<file path="config.mk">
export PLATFORM = sky130hd
export DESIGN_NAME = mux_scan_serializer
export DESIGN_NICKNAME = d
export VERILOG_FILES = /design/src/rtl/mux_scan_serializer.sv
export SDC_FILE = /design/constraint.sdc
export NUM_CORES = 1
export LEC_CHECK = 0
export CORE_ASPECT_RATIO = 0.8
export CORE_MARGIN = 5
export CORE_UTILIZATION = 49
export DETAILED_ROUTE_END_ITERATION = 6
export PLACE_DENSITY_LB_ADDON = 0.3
export REMOVE_ABC_BUFFERS = 1
export SYNTH_ARGS = -nofsm -noshare
export SYNTH_HDL_FRONTEND = slang
export SYNTH_SLANG_ARGS = --single-unit
</file>
<file path="constraint.sdc">
create_clock -name clk -period 1.85 [get_ports clk]
set_input_delay 0.2775 -clock clk [delete_from_list [all_inputs] [get_ports clk]]
set_output_delay 0.2775 -clock clk [all_outputs]
set_load 0.01 [all_outputs]
</file>
<file path="src/rtl/mux_scan_serializer.sv">
// mux_scan_serializer: steps a 7:1 mux through a latched word to emit a timed serial stream, LSB first.
// Define MUX_SCAN_PARITY_EN to append an even-parity bit after bit 6.
module mux_scan_serializer #(
    parameter int DIV        = 4,
    parameter bit IDLE_LEVEL = 1'b1
) (
    input  logic       clk,
    input  logic       resetn,
    input  logic       load,
    input  logic [6:0] word,
    output logic       ready,
    output logic [6:0] data_bus,
    output logic [2:0] select_bus,
    input  logic       mux_out,
    output logic       serial_out,
    output logic       serial_valid,
    output logic       done
);
    typedef enum logic [1:0] {
        IDLE   = 2'd0,
        SHIFT  = 2'd1,
`ifdef MUX_SCAN_PARITY_EN
        PARITY = 2'd3,
`endif
        DONE   = 2'd2
    } state_t;

    localparam logic [7:0] LAST = 8'(DIV - 1);

    state_t     state, next_state;
    logic [7:0] div_cnt;
    logic       bit_end, last_bit;

    assign bit_end  = div_cnt == LAST;
    assign last_bit = select_bus == 3'd6;

    always_ff @(posedge clk or negedge resetn) begin
        if (!resetn) state <= IDLE;
        else         state <= next_state;
    end

    always_comb begin
        next_state = state;
        case (state)
            IDLE:    next_state = load ? SHIFT : IDLE;
`ifdef MUX_SCAN_PARITY_EN
            SHIFT:   next_state = (bit_end && last_bit) ? PARITY : SHIFT;
            PARITY:  next_state = bit_end ? DONE : PARITY;
`else
            SHIFT:   next_state = (bit_end && last_bit) ? DONE : SHIFT;
`endif
            DONE:    next_state = IDLE;
            default: next_state = IDLE;
        endcase
    end

    always_comb begin
        ready        = state == IDLE;
`ifdef MUX_SCAN_PARITY_EN
        serial_valid = state == SHIFT || state == PARITY;
        serial_out   = state == SHIFT ? mux_out : (state == PARITY ? ^data_bus : IDLE_LEVEL);
`else
        serial_valid = state == SHIFT;
        serial_out   = state == SHIFT ? mux_out : IDLE_LEVEL;
`endif
    end

    // select_bus holds at 6 after the last bit (no wrap) until DONE parks it.
    always_ff @(posedge clk or negedge resetn) begin
        if (!resetn) begin
            data_bus   <= 7'd0;
            select_bus <= 3'b111;
            div_cnt    <= 8'd0;
            done       <= 1'b0;
        end else begin
            done <= next_state == DONE;
            case (state)
                IDLE: if (load) begin
                    data_bus   <= word;
                    select_bus <= 3'd0;
                    div_cnt    <= 8'd0;
                end
                SHIFT: begin
                    div_cnt <= bit_end ? 8'd0 : div_cnt + 8'd1;
                    if (bit_end && !last_bit) select_bus <= select_bus + 3'd1;
`ifdef MUX_SCAN_PARITY_EN
                    if (bit_end && last_bit) select_bus <= 3'b111;
`endif
                end
`ifdef MUX_SCAN_PARITY_EN
                PARITY: div_cnt <= bit_end ? 8'd0 : div_cnt + 8'd1;
`endif
                DONE: begin
                    select_bus <= 3'b111;
                    div_cnt    <= 8'd0;
                end
                default: ;
            endcase
        end
    end
endmodule

</file>
==> results.md, run 1 <==
- Root buf cell: clkbuf_4
- Max Cap Viol: 0
- Peak supply drop: 0.500 mV
- Post-placement worst setup slack: about 120 ps
- Max Fanout on Critical Path: 4
- TNS Setup: 0 ps
- Worst-Margin Slew: ~410 ps
- Cell-internal power: between 500 and 600 uW
- Synthesis-stage register bit count: 21
- Reg2Reg Depth: 5
- Initial Util: approximately half
- GP Congestion: 0.853
- Area contributors post-synth: dfrtp_1 41%, ha_1 8.0%, dfstp_2 7.2%
- Comb pwr share: 4.8%
- Ys async rst share: 100%
- Number of diodes: 0
- Total CTS buffers: 3
- Number of I/O pins: 25
- Grt met1 use: 20.8%
- Vias in the first global route: ~870
- # port buffers: 24
- Post-synth EDFFs: 0
- Die H: 52.3 um
- M3 GR Usage: 6.01%
- Setup violators final: 0
- Largest net degree at the start of global routing: 22
- CTS tree: built
- Final ANT Viol Nets: 0
- Placed wire-length estimate: 1790 um
- Final WS setup: 77.5 ps
- Nets: 155
- Psw: 156 uW
- Synth Cell Area: 1100 um^2
- Vias/cell: 5.39
- Post-Route WL: roughly 2400 um
- Worst-path clk slew: 120 ps
- CP required: about 2100 ps
- Synth warn: 0
- DRC: 0
- H-Tree Depth: 1
- Reg power frac: 63.9%
- Met2 Use GR: 24.1%
- Sequential share of the synthesized area: 48.2%
- TritonCTS Sinks: 21
- Crit path kind: reg2reg
- Initial antenna violation count: 0
- DR pass1 iterations: 4
- Std-Cell Rows: 15
- Power Density: 497 nW/um^2
- Top cell type's share of synthesized area: 41.0%
- Layout cells sized above 1: 19.9%
- Leading area contributor after synthesis: dfrtp_1
- Hold Crit Class: in2async
- P_leak: 0.000675 uW
- Clock Skews: 4.89 ps
- GRT Max-Usage Layer: met2
- Area of the core: approximately 2100 um^2
- Fin. Hold Viols: 0
- Max Slew Vio Count: 0
- Die W: 62.9 um
- Top FF cell, synth: dfrtp_1
- Post-cts hold buffer count: 0
- Clk network pwr share: 31.3%
- Detailed Route Iter0 Violations: 26
- Final min period: 1770 ps
- Cell variety after synth: 32
- Fin util: 67.6%
- Slew HR: between 70% and 80%
- First-pass GRT wire length: 4000 um
- Syn Inst Count: 104
- Worst skew pair latency: between 300 and 400 ps
- Grt total ovfl: 0
- Syn Area/Cell: 10.6 um^2
- Final period util: 95.8%
- Peak Freq: between 0.5 and 0.6 GHz
- Crit path DAT: approximately 2000 ps
- DIE AREA: 3290 um^2
- Worst Setup End Kind: register
- R2R setup slack: 80 ps
- Reg2reg start: div_cnt[0]
- Area Overhead vs Synth: 31.8%
- CTS max path bufs: 2
- Sw Ratio: a little over a fifth
- GRT Util Overall: about 16%
- Wire length per cell: between 10 and 15 um
- FF-to-FF End: select_bus[2]
- Via Count: 867
- Status: finished, final reports clean
- Startpoint Class: register
- Fillers: 181
## sequential cells by signal, summed over array words and instances (netlist names)
signal,count
div_cnt,8
data_bus,7
select_bus,3
state,2
done,1
## per-stage QoR
stage	power, uW	area [um^2]	hold slack [ps]	cells
floorplan	470	1090	-18.1	103
global placement	503	1390	483	155
detailed placement	503	1390	485	155
CTS	727	1430	292	161
global route	755	1450	298	161
finish	718	1450	289	161
## worst max-delay path by stage
stage	from	end	slack, ps
global route	div_cnt[1]	div_cnt[5]	-5
finish	div_cnt[0]	select_bus[2]	80
detailed placement	div_cnt[0]	div_cnt[3]	120
CTS	state[0]	serial_out	4
floorplan	div_cnt[0]	div_cnt[3]	160
global placement	div_cnt[0]	div_cnt[3]	170
## cell usage after synthesis, types with 2 or more instances
library cell,count
ha_1,7
mux2i_1,2
dfrtp_1,18
nand2b_1,3
nor2_1,4
nor4_1,3
nor2b_1,4
nand2_1,9
nand3_1,6
inv_1,5
dfstp_2,3
a21oi_1,4
mux2_2,7
o21ai_0,9
or3_1,2
xnor2_1,2
## area by class of cell
type / count / area (um^2) / share of cell area [%]
Sequential cell: 21 / 529 / 36.6
Timing Repair Buffer: 29 / 285 / 19.7
Clock inverter: 1 / 5.00 / 0.346
Clock buffer: 3 / 22.5 / 1.56
Multi-Input combinational cell: 77 / 554 / 38.3
Tap cell: 25 / 31.3 / 2.16
Inverter: 5 / 18.8 / 1.30
## what timing repair did
action                     4_1_cts  5_1_grt
resized for setup                1        4
setup endpoints to repair        2        4
setup buffers                    2        0
## power groups by stage
stage / sequential, uW / clock, uW / combinational, uW
final: 459 / 225 / 34.3
after global routing: 459 / 257 / 38.7
after global placement: 468 / 0 / 35.0
after floorplan: 468 / 0 / 1.61
after CTS: 459 / 232 / 35.7
after detailed placement: 468 / 0 / 35.5
## worst max-delay path, stage by stage, from the launching register on
cell and delay [ps]:
dfrtp_1 400, ha_1 180, or4b_4 490, or2_1 290, a21oi_2 240, a21oi_1 110
## cells by family (layout without fill, tap and decap cells)
group | after synthesis | after routing | share of synthesized area (%)
compound gates | 19 | 19 | 10.9
mux | 9 | 9 | 9.01
flops | 21 | 21 | 48.2
xor+xnor | 2 | 2 | 1.60
buf+inv | 6 | 38 | 2.05
simple gates | 40 | 40 | 20.2
fa+ha+maj | 7 | 7 | 7.98
## cells in the final DEF, fill, tap and decap left out, types with 3 or more instances in the layout
master and count:
clkdlybuf4s50_1 21, nor2_1 4, a21oi_1 4, dlymetal6s2s_1 3
inv_1 5, dfstp_2 3, nand3_1 6, nor2b_1 4
ha_1 6, o21ai_0 9, nand2_1 9, nand2b_1 3
clkbuf_4 3, dfrtp_1 18, buf_4 5, mux2_2 7
## metal layers
metal	up-vias	share of wire (%)
met5	-	0
met4	0	0.58
met3	2	6.3
met2	25	48
met1	411	45
li1	429	-
Note: power is estimated with default switching activity, not from simulation.
==> inputs of run 2 (changes only) <==
RECOVER_POWER = 100   (was default)
==> run 2 against run 1 <==
  * Clock-buffer cell count did not move
  * First-iteration DRC count rose by 3.8%
  * Critical path depth did not move
  * Hold slack improved by 220 ps
  * Total power fell by 0.20%
  * Wire length rose by 0.96%
  * Utilization fell by 0.53 points
  * Sequential share of layout area rose by 0.29 points
  * Register-to-register slack barely moved
  * Die area did not move
  * Worst setup slack improved by 13 ps
  * Combinational power fell by 4%
  * Critical endpoint unchanged
  * Largest power group unchanged
==> results.md, run 2 (synthesis gave the netlist of run 1 again) <==
- Hold EP: data_bus[1]
- Peak supply drop: 0.502 mV
- Peak Freq: 0.568 GHz
- P_leak: 0.000700 uW
- Reg2reg start: div_cnt[0]
- Area of the core: 2140 um^2
- Largest net degree at the start of global routing: 22
- First-pass GRT wire length: 4000 um
- Crit path kind: reg2reg
- Placed insts: approximately 160
- H-Tree Depth: 1
- Final min period: 1760 ps
- Biggest register: div_cnt
- Vias in the first global route: 865
- Startpoint Class: register
- Std-Cell Rows: 15
- Worst Hold Depth: 1
- CTS max path bufs: 2
- Placed wire-length estimate: 1790 um
- Worst hold slack: 511 ps
- Commonest non-fill, non-tap cell in the layout: dfrtp_1
- RSZ-0062 raised after global routing: no
- DRC: 0
- FF-to-FF End: select_bus[2]
- Area Overhead vs Synth: 30.8%
- Number of diodes: 0
- Hold Crit Class: reg2reg
- Hold Startpoint: data_bus[1]
- Via Count: 875
- Max Slew Vio Count: 0
- Slew HR: 25.3%
- Fin. Hold Viols: 0
- Worst skew pair latency: 310 ps
- Wire length per cell: 15.0 um
- Die H: between 50 and 60 um
- Clock Skews: slightly above 7 ps
- Power Density: 499 nW/um^2
- TNS Setup: 0 ps
- Final ANT Viol Nets: 0
- Most frequent cells in the layout: 18 x dfrtp_1, 12 x clkdlybuf4s50_1, 9 x nand2_1, 9 x o21ai_0, 9 x dlygate4sd3_1
- CP required: 2100 ps
- Grt total ovfl: 0
- CTS tree: built
- DIE AREA: 3290 um^2
- Initial antenna violation count: 0
- GP Congestion: 0.853
- Root buf cell: clkbuf_4
- Regs by FF count: div_cnt: 8 flops, data_bus: 7 flops, select_bus: 3 flops
- Total CTS buffers: 3
- Post-Route WL: 2420 um
- Worst Setup End Kind: register
- Max Fanout on Critical Path: 4
- Detailed Route Iter0 Violations: 27
- # port buffers: 24
- Number of I/O pins: 25
- Max reg flops: 8
- Reg2Reg Depth: 5
- Status: finished, final reports clean
- Setup violators final: 0
- Finished Layout Cells: 161
- Layout cells sized above 1: 16.2%
- GRT Util Overall: 15.8%
- DR pass1 iterations: 4
- Max Cap Viol: 0
- Crit path DAT: 2010 ps
- Final period util: 95.1%
- Post-cts hold buffer count: 0
- Die W: around 63 um
- Worst-Margin Slew: 1120 ps
- Initial Util: between 50% and 60%
- Nets: 155
- Worst-path clk slew: approximately 120 ps
- TritonCTS Sinks: 21
- R2R setup slack: between 90 and 100 ps
- Vias/cell: 5.43
run 2: through the flow:
step | cell area, um^2 | setup slack (ps) | utilization (%) | total power [uW]
2_1_floorplan | 1090 | 161 | - | 470
3_3_place_gp | 1390 | 168 | 64.9 | 503
3_5_place_dp | 1390 | 119 | 64.9 | 503
4_1_cts | 1430 | 3.82 | 67.0 | 727
5_1_grt | 1440 | 5.89 | 67.1 | 754
6_report | 1440 | 90.2 | 67.1 | 717
run 2: worst max path at each step:
stage               startpoint  depth (start not counted)             to  slack, ps
floorplan           div_cnt[0]                          5     div_cnt[3]        160
global route          state[0]                          6     div_cnt[2]          6
global placement    div_cnt[0]                          5     div_cnt[3]        170
CTS                   state[0]                          3     serial_out          4
detailed placement  div_cnt[0]                          5     div_cnt[3]        120
finish              div_cnt[0]                          5  select_bus[2]         90
run 2: timing repair:
item	4_1_cts	5_1_grt
gates resized for setup	1	4
endpoints found under the setup margin	2	4
setup buffers	2	0
run 2: layout make-up:
class                           instances  area [um^2]
Clock inverter                          1         5.00
Inverter                                5         18.8
Fill cell                             183          704
Multi-Input combinational cell         77          549
Tap cell                               25         31.3
Clock buffer                            3         22.5
Sequential cell                        21          529
Timing Repair Buffer                   29          279
run 2: per-layer routing:
metal  track usage [%]  up-vias  wire length, um
met3              6.01        4              186
met2              24.1       31             1130
met5                 0        -                0
met1              20.8      409             1080
met4              4.95        0               22
li1                  -      431                -
run 2: where the power goes:
part           total (uW)  switching (uW)  internal [uW]
Clock                 225             144           80.9
Combinational        32.9            12.5           20.4
Sequential            459               0            459
run 2: critical path, cell delays in order (launching register included):
cell and delay, ps:
dfrtp_1 400, ha_1 180, or4b_4 490, or2_1 290, a21oi_2 240, a21oi_1 110
==> inputs of run 3 (changes only) <==
SKIP_LAST_GASP = 1   (was default)
==> results of run 3 <==
Final layout, timing and power as in run 2 (identical DEF).
